## src/rtl/calc_pkg.sv

```systemverilog
// Shared definitions for the calculator front end: keypad geometry, scan FSM
// state encoding and the key-code map (code = row*4 + col).
package calc_pkg;

  localparam int KEY_ROWS = 4;
  localparam int KEY_COLS = 4;
  localparam int KEY_W    = 4;

  typedef enum logic [1:0] {
    SCAN     = 2'd0,
    DEBOUNCE = 2'd1,
    HELD     = 2'd2
  } scan_state_t;

  // Calculator legend printed on the keypad, indexed by row*4 + col.
  localparam logic [KEY_W-1:0] KEY_1   = 4'd0;
  localparam logic [KEY_W-1:0] KEY_2   = 4'd1;
  localparam logic [KEY_W-1:0] KEY_3   = 4'd2;
  localparam logic [KEY_W-1:0] KEY_ADD = 4'd3;
  localparam logic [KEY_W-1:0] KEY_4   = 4'd4;
  localparam logic [KEY_W-1:0] KEY_5   = 4'd5;
  localparam logic [KEY_W-1:0] KEY_6   = 4'd6;
  localparam logic [KEY_W-1:0] KEY_SUB = 4'd7;
  localparam logic [KEY_W-1:0] KEY_7   = 4'd8;
  localparam logic [KEY_W-1:0] KEY_8   = 4'd9;
  localparam logic [KEY_W-1:0] KEY_9   = 4'd10;
  localparam logic [KEY_W-1:0] KEY_MUL = 4'd11;
  localparam logic [KEY_W-1:0] KEY_CLR = 4'd12;
  localparam logic [KEY_W-1:0] KEY_0   = 4'd13;
  localparam logic [KEY_W-1:0] KEY_EQ  = 4'd14;
  localparam logic [KEY_W-1:0] KEY_DIV = 4'd15;

  // Lowest-numbered row that is pulled low wins when several keys share a column.
  function automatic logic [1:0] lowest_low_row(input logic [KEY_ROWS-1:0] rows);
    logic [1:0] idx;
    idx = 2'd0;
    for (int r = KEY_ROWS - 1; r >= 0; r--) begin
      if (!rows[r]) idx = r[1:0];
    end
    return idx;
  endfunction

endpackage

```

## src/rtl/keypad_sync2.sv

```systemverilog
// Two-flop synchroniser for the asynchronous keypad row lines; resets to
// all-high so an idle keypad (pull-ups) is seen during and after reset.
module keypad_sync2
  import calc_pkg::*;
(
  input  logic                clk,
  input  logic                rst,
  input  logic [KEY_ROWS-1:0] d,
  output logic [KEY_ROWS-1:0] q
);

  logic [KEY_ROWS-1:0] meta;

  always_ff @(posedge clk or posedge rst) begin
    if (rst) begin
      meta <= '1;
      q    <= '1;
    end else begin
      meta <= d;
      q    <= meta;
    end
  end

endmodule

```

## src/rtl/keypad_scan_ctrl.sv

```systemverilog
// 4x4 keypad scanner: walks the columns, debounces one key at a time and
// hands each clean press to the calculator core over valid/ready.
module keypad_scan_ctrl
  import calc_pkg::*;
#(
  parameter int SCAN_DIV     = 1000,
  parameter int DEBOUNCE_CNT = 100000
) (
  input  logic                clk,
  input  logic                rst,
  input  logic [KEY_ROWS-1:0] row_in,
  output logic [KEY_COLS-1:0] col_out,
  output logic [KEY_W-1:0]    key_code,
  output logic                key_valid,
  input  logic                key_ready,
  output logic                key_held,
  output logic                overrun
);

  localparam int DW = $clog2(SCAN_DIV);
  localparam int BW = $clog2(DEBOUNCE_CNT);
  localparam logic [DW-1:0] DWELL_LAST = DW'(SCAN_DIV - 1);
  localparam logic [BW-1:0] DEB_LAST   = BW'(DEBOUNCE_CNT - 1);

  scan_state_t         state;
  logic [DW-1:0]       dwell;
  logic [BW-1:0]       deb_cnt;
  logic [1:0]          col_idx;
  logic [1:0]          row_idx;
  logic [KEY_ROWS-1:0] row_s;
  logic                row_low;
  logic                handshake;

  keypad_sync2 u_sync (
    .clk (clk),
    .rst (rst),
    .d   (row_in),
    .q   (row_s)
  );

  assign col_out   = ~(4'b0001 << col_idx);
  assign row_low   = ~row_s[row_idx];
  assign handshake = key_valid & key_ready;

  always_ff @(posedge clk or posedge rst) begin
    if (rst) begin
      state     <= SCAN;
      dwell     <= '0;
      deb_cnt   <= '0;
      col_idx   <= 2'd0;
      row_idx   <= 2'd0;
      key_code  <= '0;
      key_valid <= 1'b0;
      key_held  <= 1'b0;
      overrun   <= 1'b0;
    end else begin
      if (handshake) begin
        key_valid <= 1'b0;
        overrun   <= 1'b0;
      end

      case (state)
        SCAN: begin
          if (dwell == DWELL_LAST) begin
            dwell <= '0;
            if (&row_s) begin
              col_idx <= col_idx + 2'd1;
            end else begin
              row_idx <= lowest_low_row(row_s);
              deb_cnt <= '0;
              state   <= DEBOUNCE;
            end
          end else begin
            dwell <= dwell + 1'b1;
          end
        end

        DEBOUNCE: begin
          if (row_low) begin
            if (deb_cnt == DEB_LAST) begin
              deb_cnt  <= '0;
              key_held <= 1'b1;
              state    <= HELD;
              // A pending code that is not being taken this cycle wins; the new press is dropped.
              if (!key_valid || key_ready) begin
                key_code  <= {row_idx, col_idx};
                key_valid <= 1'b1;
              end else begin
                overrun <= 1'b1;
              end
            end else begin
              deb_cnt <= deb_cnt + 1'b1;
            end
          end else begin
            dwell   <= '0;
            col_idx <= col_idx + 2'd1;
            state   <= SCAN;
          end
        end

        HELD: begin
          if (!row_low) begin
            if (deb_cnt == DEB_LAST) begin
              deb_cnt  <= '0;
              key_held <= 1'b0;
              dwell    <= '0;
              col_idx  <= col_idx + 2'd1;
              state    <= SCAN;
            end else begin
              deb_cnt <= deb_cnt + 1'b1;
            end
          end else begin
            deb_cnt <= '0;
          end
        end

        default: state <= SCAN;
      endcase
    end
  end

endmodule

```

## config.mk

```make
export PLATFORM = sky130hd
export DESIGN_NAME = keypad_scan_ctrl
export DESIGN_NICKNAME = d
export VERILOG_FILES = /design/src/rtl/calc_pkg.sv /design/src/rtl/keypad_sync2.sv /design/src/rtl/keypad_scan_ctrl.sv
export SDC_FILE = /design/constraint.sdc
export NUM_CORES = 1
export LEC_CHECK = 0
export ABC_AREA = 1
export CORE_AREA = 10 10 86 88
export CTS_CLUSTER_DIAMETER = 150
export CTS_CLUSTER_SIZE = 14
export DETAILED_ROUTE_END_ITERATION = 16
export DIE_AREA = 0 0 96 98
export GPL_TIMING_DRIVEN = 0
export PLACE_DENSITY = 0.74
export SLEW_MARGIN = 20
export SYNTH_ARGS = -nofsm -noshare
export SYNTH_HDL_FRONTEND = slang
export SYNTH_HIERARCHICAL = 1
export SYNTH_SLANG_ARGS = --single-unit
```

## constraint.sdc

```tcl
create_clock -name clk -period 4.25 [get_ports clk]
set_input_delay 0.6375 -clock clk [delete_from_list [all_inputs] [get_ports clk]]
set_output_delay 0.6375 -clock clk [all_outputs]
set_load 0.05 [all_outputs]
```

==> flow_summary.ini, run 1 <==
[run_status]
status = complete, no violations

[synthesis]
synth_seq_area_share_pct = 43.7
synth.top_cell.area_share_pct = 36.1
async_flop_share_pct = 100
ys_seq_elements = 48
synth_edf_count = 0
synth_most_common_cell = nand2_1
ys_types = 26
syn_area_mm2 = 0.00277
yosysWarnings = 6
synth_top_cell_by_area = dfrtp_1
synth_nets = 392
syn_inst = 375
synth.avg_cell_area_um2 = 7.39
synth_ff_type = dfrtp_1
synthTopCellsByArea = dfrtp_1 36%, nand2_1 18%, dfstp_2 7.6%
yosys-top-cells-count = 135 x nand2_1, 48 x inv_1, 40 x dfrtp_1, 31 x nor2_1, 30 x nand3_1

[routing]
wirelength_um = 5340
drt-initial-drc-count = 122
detail_route.vias_per_cell = 4.88
vias = 2324
drc_errors = 0
drt_first_pass_iters = 4
drtAntennaViolNets = 0
wl_per_cell_um = 11.2

[clock_tree]
cts-resized-gates = 0
clkLatencyLatePin_ns = 0.31
cts_setup_buffers = 0
clk_pin_slew_ns = 0.09
root_buffer = clkbuf_8
postCtsHoldBufs = 0
cts_buffers = 5
clkSinkCount = 48
clk_path_buf_depth = 2
cts.htree.levels = 2
cts_tree = yes

[worst_setup_path]
worstPathMaxFanout = 4
r2r-start = deb_cnt[0]
critical-path-max-stage-delay_ns = 0.79
cp-start-kind = flop
path_class = flop to output pin
crit_start = col_idx[0]
cpMaxStageDelayCell = clkdlybuf4s50_1
cpMostUsedCell = inv_1
required_ns = 3.61
critPathArrivalTime_ns = 1.85
end_kind = output pin
path_cells = inv_1 > ha_1 > inv_1 > clkdlybuf4s50_1

[power_and_ir_drop]
power_frac_clock_pct = 40.6
netSwitchingFraction_pct = 21.6
switching_power_mw = 0.180
ir_worst_vdd_v = 0.000173
leakage_nw = 1.52
combPwrFrac_pct = 3.3
power_density_mw_per_mm2 = 262
intPower_mw = 0.652
power_frac_seq_pct = 56.1

[global_routing]
grt_pass1_wl_um = 9720
grt_antenna_before_repair = 0
grt_pass1_vias = 2319
grt_max_degree = 24
track_usage_pct = 12.5
overflow = 0

[timing]
fmax_mhz = 402
final.min_clock_period_ns = 2.49
tns_ns = 0
hold_ws_ns = 0.360
hold_viol_final = 0
tightest_slew_ns = 0.500
final.setup_skew_ns = 0.00537
slew_headroom_pct = 66.6
rsz0062_at_grt = false
finalCritPeriodShare_pct = 58.6
final_max_slew_viol_count = 0
setup_viol = 0

[finish]
syn2layout_area_growth_pct = 14.7
nNetsFinal = 417
drive_above_1_share_pct = 7.23
n_antenna_cell = 0
utilization_pct = 55.3

[job]
cap_viol_max_count = 0

[placed_design]
port_buffers = 17
routabilityCongestion = 0.873
dp_hpwl_um = 4050

[die]
initial_core_util_pct = 48.2
rows = 28
core_mm2 = 0.00575
fp.dieArea_mm2 = 0.00941
die_w_um = 96
ioPinCount = 18
fp.dieH_um = 98

[min_path]
hp-start = u_sync/meta[1]
hold_path_class = flop to flop
-- sequential cells by signal, summed over array words and instances (netlist names), 2 cells and up --
signal,cells
col_idx,2
state,2
dwell,10
u_sync/meta,4
deb_cnt,17
u_sync/q,4
key_code,4
row_idx,2
-- power by group through the flow --
stage / sequential (mW) / clock (mW) / combinational, mW
final: 0.467 / 0.338 / 0.0274
after global routing: 0.467 / 0.376 / 0.0312
after global placement: 0.475 / 0 / 0.0246
after CTS: 0.467 / 0.352 / 0.0284
after detailed placement: 0.475 / 0 / 0.0284
after floorplan: 0.478 / 0 / 0.0115
-- metrics by stage --
step / power (mW) / instance area, um^2 / worst slack, ns / cells
detailed placement: 0.504 / 3060 / 2.08 / 468
global route: 0.874 / 3180 / 1.65 / 476
floorplan: 0.489 / 2770 / 2.66 / 375
global placement: 0.500 / 3030 / 1.77 / 467
finish: 0.832 / 3180 / 1.76 / 476
CTS: 0.848 / 3180 / 1.72 / 476
-- cell type report --
type | count | area (um^2)
Inverter | 49 | 184
Timing Repair Buffer | 18 | 198
Fill cell | 555 | 2570
Buffer | 5 | 28.8
Multi-Input combinational cell | 273 | 1350
Clock inverter | 3 | 46.3
Tap cell | 75 | 93.8
Clock buffer | 5 | 68.8
Sequential cell | 48 | 1210
-- logic make-up (layout without fill, tap and decap cells) --
logic type	after synthesis	after routing	share of synthesized area, %
fa+ha+maj	10	10	4.52
compound gates	27	27	5.15
flops	48	48	43.7
buf+inv	54	80	7.68
xor+xnor	12	12	3.79
simple gates	224	224	35.1
-- path summary, 6_finish.rpt --
path                                     to  cells after the start  slack (ns)
worst max-delay path             col_out[0]                      4        1.76
worst max register to register  key_code[1]                     10        2.35
worst min register to register  u_sync/q[1]                      0        0.36
max in group asynchronous        deb_cnt[8]                      3        3.13
min in group asynchronous        row_idx[0]                      2        0.66
worst min-delay path            u_sync/q[1]                      0        0.36
-- worst max-delay path, delay by kind of cell, from the launching register on --
| family | cells | cell delay [ns] |
|---|---|---|
| buffers and inverters | 3 | 0.94 |
| flip-flops | 1 | 0.41 |
| adder cells (fa/ha/maj) | 1 | 0.20 |
-- per-layer routing --
metal  share of wire [%]  vias up  wire length, um  GRT usage (%)
li1                    -     1226                -              -
met1                  49     1056             2590           15.3
met2                  46       33             2430           20.1
met3                 4.0        9              216           3.29
met4                 1.8        0               97           5.11
met5                   0        -                0              0
-- cell usage in the layout (no fill, tap or decap) --
cell type          n
a21oi_1            1
a22oi_1            1
buf_16             1
buf_2              2
buf_6              1
bufinv_16          1
clkbuf_1           2
clkbuf_8           5
clkdlybuf4s50_1   17
clkinv_1           1
clkinvlp_4         1
dfrtp_1           40
dfstp_2            8
ha_1              10
inv_1             47
inv_2              1
inv_6              1
nand2_1          135
nand2_2            3
nand2_4            1
nand3_1           30
nand3_4            2
nand3b_1           2
nand4_1           10
nor2_1            31
nor2_2             1
nor2_4             1
nor3_1             8
o21ai_0           22
o21ai_1            1
o21bai_1           2
xnor2_1            5
xor2_1             7
(Power assumes the default switching activity.)
==> inputs of run 2 (changes only) <==
PLACE_DENSITY = 0.76   (was 0.74)
clock period = 2.1 ns   (was 4.25 ns; I/O delays follow)
==> run 2 against run 1 <==
First-iteration DRC count down 29%. Clock skew up 0.0022 ns. Power up 89%. Worst hold slack worse by 0.019 ns. Final cell count unchanged. Sequential power up 100%. Clock power up 69%. Setup slack worse by 1.5 ns. Utilization down 0.44 points. Register-to-register slack worse by 2.1 ns. Critical path depth unchanged. Flip-flop and latch count unchanged.
==> flow_summary.ini, run 2 (synthesis gave the netlist of run 1 again) <==
[clock_tree]
postCtsHoldBufs = 0
root_buffer = clkbuf_8
cts-resized-gates = 4
clkSinkCount = 48
clk_pin_slew_ns = 0.10
cts_buffers = 5
clk_path_buf_depth = 2
cts.htree.levels = 2
clkLatencyLatePin_ns = 0.31
cts_setup_buffers = 0
cts_tree = yes

[power_and_ir_drop]
leakage_nw = 1.50
power_density_mw_per_mm2 = 499
ir_worst_vdd_v = 0.000490
p_total_mw = 1.57

[placed_design]
routabilityCongestion = 0.876
port_buffers = 17
dp_hpwl_um = 4080
placed_area_mm2 = 0.00306
post-place-ws_ns = 0.217

[die]
ioPinCount = 18
initial_core_util_pct = 48.2
core_mm2 = 0.00575
fp.dieArea_mm2 = 0.00941
rows = 28
fp.dieH_um = 98
die_w_um = 96

[finish]
reg.largest.list = deb_cnt (17), dwell (10)
final_common_cell = nand2_1
top_register = deb_cnt
syn2layout_area_growth_pct = 13.8
drive_above_1_share_pct = 7.48
largest_reg_flops = 17
mostFrequentLayoutCells = 135 x nand2_1, 47 x inv_1, 40 x dfrtp_1, 30 x nor2_1, 30 x nand3_1
final_area_mm2 = 0.00315
utilization_pct = 54.9
nNetsFinal = 417
n_antenna_cell = 0

[routing]
detail_route.vias_per_cell = 4.95
vias = 2357
wl_per_cell_um = 11.4
drtAntennaViolNets = 0
drt-initial-drc-count = 87
drt_first_pass_iters = 4
wirelength_um = 5420
drc_errors = 0

[timing]
final.min_clock_period_ns = 1.89
finalCritPeriodShare_pct = 89.9
setup_slack_ns = 0.213
tightest_slew_ns = 0.513
hold_viol_final = 0
fmax_mhz = 530
slew_headroom_pct = 65.7
rsz0062_at_grt = false
tns_ns = 0
final.setup_skew_ns = 0.00754
final_max_slew_viol_count = 0
setup_viol = 0

[worst_setup_path]
cp-start-kind = flop
critical-path-max-stage-delay_ns = 0.52
cpMostUsedCell = inv_1
reg2reg_depth = 10
required_ns = 1.78
path_class = flop to output pin
rrSetupSlack_ns = 0.24
rr_endpoint = deb_cnt[12]
r2r-start = dwell[0]
worstPathMaxFanout = 4
critPathArrivalTime_ns = 1.57
crit_buf_inv = 3
end_kind = output pin
critPathTopFamily = buffers and inverters
path_cells = inv_1 > ha_1 > inv_1 > dlygate4sd2_1
cpMaxStageDelayCell = dlygate4sd2_1
crit_start = col_idx[0]

[global_routing]
grt_pass1_wl_um = 9680
grt_antenna_before_repair = 0
overflow = 0
track_usage_pct = 12.3
grt_pass1_vias = 2245
grt_max_degree = 24

[min_path]
hold_path_class = input pin to async pin

[job]
cap_viol_max_count = 0

[run_status]
status = complete, no violations
[run 2: worst max-delay path by stage]
stage                     cells past startpoint  slack, ns           to
final                                         4       0.21   col_out[2]
after global routing                         11       0.04     dwell[0]
after CTS                                     4       0.19   col_out[0]
after detailed placement                     10       0.22  key_code[1]
after global placement                        2      -0.07     dwell[6]
after floorplan                               8       0.51  deb_cnt[12]
[run 2: layer usage]
metal	wire length [um]	share of wire (%)	GRT usage, %
met5	0	0	0
met4	58	1.1	3.75
met3	194	3.6	2.76
met2	2530	47	19.8
met1	2630	49	15.7
[run 2: power breakdown]
| part | internal, mW | switching (mW) |
|---|---|---|
| combinational | 0.0220 | 0.0344 |
| clock | 0.236 | 0.336 |
| sequential | 0.939 | 0.00512 |
| total | 1.20 | 0.376 |
[run 2: final cells by class]
cell class	count	area, um^2
fillers	532	2590
multi-input cells	273	1350
flip-flops and latches	48	1210
repair buffers	18	193
inverters	49	184
well taps	75	93.8
clock buffers	5	68.8
plain buffers	5	28.8
clock inverters	3	23.8
[run 2: metrics by stage]
stage / hold slack (ns) / instances
finish: 0.341 / 476
floorplan: 0.319 / 375
global placement: 0.345 / 467
global route: 0.366 / 476
detailed placement: 0.347 / 468
CTS: 0.348 / 476
